==> src/rtl/cursor_overlay.sv <==
// cursor_overlay: mixes a 16x16 hardware cursor into a pixel stream.
// Three-stage pipeline: window test and ROM address, wait for the registered
// ROM read, then colour mix. The cursor position is double-buffered so it
// only moves on frame_start.
module cursor_overlay #(
    parameter int                 H_BITS        = 11,
    parameter int                 V_BITS        = 10,
    parameter int                 COLOR_W       = 12,
    parameter logic [COLOR_W-1:0] CONTOUR_COLOR = 12'h000,
    parameter logic [COLOR_W-1:0] FILL_COLOR    = 12'hFFF,
    parameter logic               SYNC_IDLE     = 1'b1
) (
    input  logic               clk,
    input  logic               rst_n,
    input  logic               cursor_en,
    input  logic               fill_solid,
    input  logic [H_BITS-1:0]  mouse_x,
    input  logic [V_BITS-1:0]  mouse_y,
    input  logic               mouse_vld,
    input  logic               frame_start,
    input  logic [H_BITS-1:0]  hcnt,
    input  logic [V_BITS-1:0]  vcnt,
    input  logic               de_in,
    input  logic               hsync_in,
    input  logic               vsync_in,
    input  logic [COLOR_W-1:0] rgb_in,
    output logic [3:0]         rom_x,
    output logic [3:0]         rom_y,
    input  logic [1:0]         rom_data,
    output logic               de_out,
    output logic               hsync_out,
    output logic               vsync_out,
    output logic [COLOR_W-1:0] rgb_out
);

    // Per-pixel state carried alongside the pixel through stages 1 and 2.
    typedef struct packed {
        logic               win;
        logic               en;
        logic               fill;
        logic               de;
        logic               hs;
        logic               vs;
        logic [COLOR_W-1:0] rgb;
    } stage_t;

    localparam stage_t STAGE_RST = '{
        win: 1'b0, en: 1'b0, fill: 1'b0, de: 1'b0,
        hs: SYNC_IDLE, vs: SYNC_IDLE, rgb: '0
    };

    localparam logic [1:0] CODE_CONTOUR = 2'b01;
    localparam logic [1:0] CODE_FILL    = 2'b10;

    logic [H_BITS-1:0]  pend_x, act_x;
    logic [V_BITS-1:0]  pend_y, act_y;
    logic [H_BITS:0]    x_end;
    logic [V_BITS:0]    y_end;
    logic               win_c;
    stage_t             s1, s2;
    logic [COLOR_W-1:0] mix_rgb;

    // Double-buffered cursor position: pending on mouse_vld, active on frame_start.
    always_ff @(posedge clk) begin
        if (!rst_n) begin
            pend_x <= '0;
            pend_y <= '0;
            act_x  <= '0;
            act_y  <= '0;
        end else begin
            if (mouse_vld) begin
                pend_x <= mouse_x;
                pend_y <= mouse_y;
            end
            // NOTE: non-blocking assignment makes act take the old pend when both strobes coincide.
            if (frame_start) begin
                act_x <= pend_x;
                act_y <= pend_y;
            end
        end
    end

    // Window end computed one bit wider so the cursor clips at the screen edge.
    assign x_end = {1'b0, act_x} + (H_BITS + 1)'(16);
    assign y_end = {1'b0, act_y} + (V_BITS + 1)'(16);
    assign win_c = (hcnt >= act_x) && ({1'b0, hcnt} < x_end) &&
                   (vcnt >= act_y) && ({1'b0, vcnt} < y_end);

    // Stage 1: ROM address (driven regardless of window) and captured pixel context.
    always_ff @(posedge clk) begin
        if (!rst_n) begin
            rom_x <= '0;
            rom_y <= '0;
            s1    <= STAGE_RST;
        end else begin
            rom_x <= hcnt[3:0] - act_x[3:0];
            rom_y <= vcnt[3:0] - act_y[3:0];
            s1    <= '{win: win_c, en: cursor_en, fill: fill_solid, de: de_in,
                       hs: hsync_in, vs: vsync_in, rgb: rgb_in};
        end
    end

    // Stage 2: hold the pixel context while the ROM registers its read.
    always_ff @(posedge clk) begin
        if (!rst_n) s2 <= STAGE_RST;
        else        s2 <= s1;
    end

    // Colour mix of the returned cursor code over the background pixel.
    always_comb begin
        // NOTE: default assigned first so no path leaves mix_rgb unassigned (no latch).
        mix_rgb = s2.rgb;
        if (!s2.de) begin
            mix_rgb = '0;
        end else if (s2.win && s2.en) begin
            case (rom_data)
                CODE_CONTOUR: mix_rgb = CONTOUR_COLOR;
                CODE_FILL:    if (s2.fill) mix_rgb = FILL_COLOR;
                default:      mix_rgb = s2.rgb;
            endcase
        end
    end

    // Stage 3: registered outputs.
    always_ff @(posedge clk) begin
        if (!rst_n) begin
            de_out    <= 1'b0;
            hsync_out <= SYNC_IDLE;
            vsync_out <= SYNC_IDLE;
            rgb_out   <= '0;
        end else begin
            de_out    <= s2.de;
            hsync_out <= s2.hs;
            vsync_out <= s2.vs;
            rgb_out   <= mix_rgb;
        end
    end

endmodule

==> config.mk <==
export PLATFORM = sky130hd
export DESIGN_NAME = cursor_overlay
export DESIGN_NICKNAME = d
export VERILOG_FILES = /design/src/rtl/cursor_overlay.sv
export SDC_FILE = /design/constraint.sdc
export NUM_CORES = 1
export LEC_CHECK = 0
export CORE_MARGIN = 2
export CORE_UTILIZATION = 46
export DETAILED_ROUTE_END_ITERATION = 10
export GPL_ROUTABILITY_DRIVEN = 0
export PLACE_DENSITY = 0.76
export SLEW_MARGIN = 15
export SYNTH_ARGS = -nofsm -noshare
export SYNTH_HDL_FRONTEND = slang
export SYNTH_SLANG_ARGS = --single-unit
==> constraint.sdc <==
create_clock -name clk -period 2.8 [get_ports clk]
set_clock_uncertainty 0.2 [all_clocks]
set_input_delay 0.84 -clock clk [delete_from_list [all_inputs] [get_ports clk]]
set_output_delay 0.84 -clock clk [all_outputs]
set_load 0.03 [all_outputs]
==> results.cfg, run 1 <==
[cts]
cts_tree = done
clockBufferDepth = 2
cts_setup_buffers = 0
htree_levels = 3
cts.clk_slew.worst_paths_ns = 0.11
ctsHoldBuffers = 0
worstSkewPairLatency_ns = 0.36
cts_made_buffers = 9
clockRootBuffer = clkbuf_8
cts.sinks = 101

[worst_setup_path]
start_kind = primary input
critPathMaxStageDelay_ns = 0.40
slowest_stage = clkdlybuf4s50_1
cp-end-kind = flop
crit_arrival_ns = 2.79
critPathTopFamily = compound AO/OA/AOI/OAI gates
reg2reg_from = act_x[6]$_SDFFE_PN0P_
worst-path-buf-inv = 3
worstPathMaxFanout = 2
crit_required_ns = 2.87
critPathLaunch = hcnt[0]
cp_cell_sequence = clkdlybuf4s50_1, inv_1, ha_1, inv_1, fa_2, a211oi_2, o31ai_1, a211oi_2, o31ai_2, a2111oi_2
worstSetupPathType = primary input to flop

[timing]
slew_viol_final = 0
slew_headroom_pct = 69.4
fmax_mhz = 368
setup_viol_count_final = 0
hold_viol_final = 0
hold-worst-slack_ns = 0.215
period_share_pct = 97.2
worst-slew-pin-transition_ns = 0.459
fin_crit_ns = 2.72
fin_tns_setup_ns = 0

[global_routing]
grt-ovfl-total = 0
grt_pass1_wl_um = 13500
grt_pass1_vias = 2872
grt_usage_pct = 16.9
antenna_found_initial = 0
grt_max_degree = 35

[synth]
synth-main-ff-cell = dfxtp_1
syn_nets = 514
synthArstFlopShare_pct = 0
ys_seq_area_share_pct = 46.9
synth_largest_area_cell = dfxtp_1
synth_cell_types = 40
synth_top_cell_area_share_pct = 46.9
synth-seq-cells = 101
synth_area_leaders = dfxtp_1 (47%), ha_1 (11%), mux2i_1 (9.8%)
avgSynthCellArea_um2 = 10.5
syn-cell-area_mm2 = 0.00431
syn_inst = 410
yosysWarnings = 0
synth-edff-count = 0

[layout]
fin_nets = 612
final_common_cell = dfxtp_1
mostFrequentLayoutCells = dfxtp_1 (101), clkdlybuf4s50_1 (86), nor2b_1 (48)
drive_above_1_share_pct = 7.99
n_fill_cell = 763
final_area_mm2 = 0.00557
syn_to_final_growth_pct = 29.4
n_antenna_cell = 0
seqCellArea_mm2 = 0.00202
multi_input_area_mm2 = 0.00212

[route]
via_per_inst = 4.86
vias = 3033
postRouteWirelength_um = 8380
drt_iter0_drc = 56
final_antenna_net_count = 0
drt_pass1_iterations = 4
wl_per_cell_um = 13.4
drc_errors = 0

[floorplan]
ioPinCount = 88
rows = 35
die_h_um = 101
die_x_um = 101
initial_core_util_pct = 47.1
core-area_mm2 = 0.00915
fp.dieArea_mm2 = 0.0102

[pwr]
vdd_drop_max_v = 0.000221
leakagePower_nw = 2.26
p_total_mw = 2.84
powerDensity_mw_per_mm2 = 509

[worst_hold_path]
min_path_type = flop to flop
hp-start = s1[12]$_SDFF_PN1_

[status]
outcome = completed

[place]
dp.final_hpwl_um = 6140
port_buffers = 87
placed_area_mm2 = 0.00537

[flow_run]
maxCapViolations = 0
## synth_stat cells, types with 3 or more instances
| cell | number |
|---|---|
| a21oi_1 | 10 |
| and2_1 | 36 |
| and3_1 | 3 |
| buf_2 | 4 |
| clkbuf_1 | 13 |
| dfxtp_1 | 101 |
| ha_1 | 37 |
| inv_1 | 28 |
| mux2i_1 | 42 |
| nand2_1 | 8 |
| nand2b_1 | 6 |
| nand3_1 | 10 |
| nor2_1 | 3 |
| nor2b_1 | 48 |
| o21a_1 | 16 |
| o21ai_0 | 4 |
| xnor2_1 | 11 |
## worst paths after layout
kind                  endpoint  slack, ns  cells after the start
max reg2reg  s1[17]$_SDFF_PN0_       0.27                     10
min reg2reg  s2[12]$_SDFF_PN1_       0.22                      1
min          s2[12]$_SDFF_PN1_       0.22                      1
max          s1[17]$_SDFF_PN0_       0.08                     10
## where the power goes
group	switching, mW	internal, mW
clock	0.547	0.345
sequential	0.0274	1.50
combinational	0.183	0.236
total	0.757	2.08
## final cells by class
| cell class | count | share of cell area (%) |
|---|---|---|
| multi-input cells | 264 | 38.1 |
| flip-flops and latches | 101 | 36.3 |
| repair buffers | 104 | 17.8 |
| well taps | 111 | 2.49 |
| clock buffers | 9 | 2.22 |
| inverters | 28 | 1.89 |
| clock inverters | 7 | 1.19 |
## metrics by stage
step	instances	util [%]	setup slack [ns]
finish	624	60.9	0.0789
global route	624	60.9	-0.0161
CTS	624	60.8	0.0455
detailed placement	608	58.7	-0.477
global placement	608	58.7	-0.410
floorplan	410	-	0.0806
## cells by family after synthesis
group                    synth area share (%)
XOR/XNOR                                 2.64
AND/OR/NAND/NOR                          17.0
flip-flops                               46.9
multiplexers                             9.76
adder cells (fa/ha/maj)                  11.7
AO/OA/AOI/OAI                            7.90
buffers and inverters                    4.04
## state kept, by name, summed over array words and instances, names as in the netlist
signal,cells
hsync_out,1
pend_x,11
s2,18
rom_y,4
de_out,1
rom_x,4
rgb_out,12
act_x,11
vsync_out,1
act_y,10
pend_y,10
s1,18
## timing repair
item / CTS / global route
endpoints found under the setup margin: 1 / 1
pin swaps: 3 / 0
gates resized for setup: 2 / 1
hold endpoints to repair: 0 / 0
## routing by layer
metal  GRT usage [%]  vias to the layer above  part of all wire, %
met3            3.12                        8                  4.2
met2            28.2                       71                   47
met5               0                        -                    0
met4            6.01                        0                 0.92
li1                -                     1566                    -
met1            21.8                     1388                   47
Power figures use the tool's default switching activity.
==> inputs of run 2 (changes only) <==
- GPL_ROUTABILITY_DRIVEN: 0 -> 1
==> results of run 2 <==
Same layout as run 1: the final DEF is identical, and so are final timing and power.
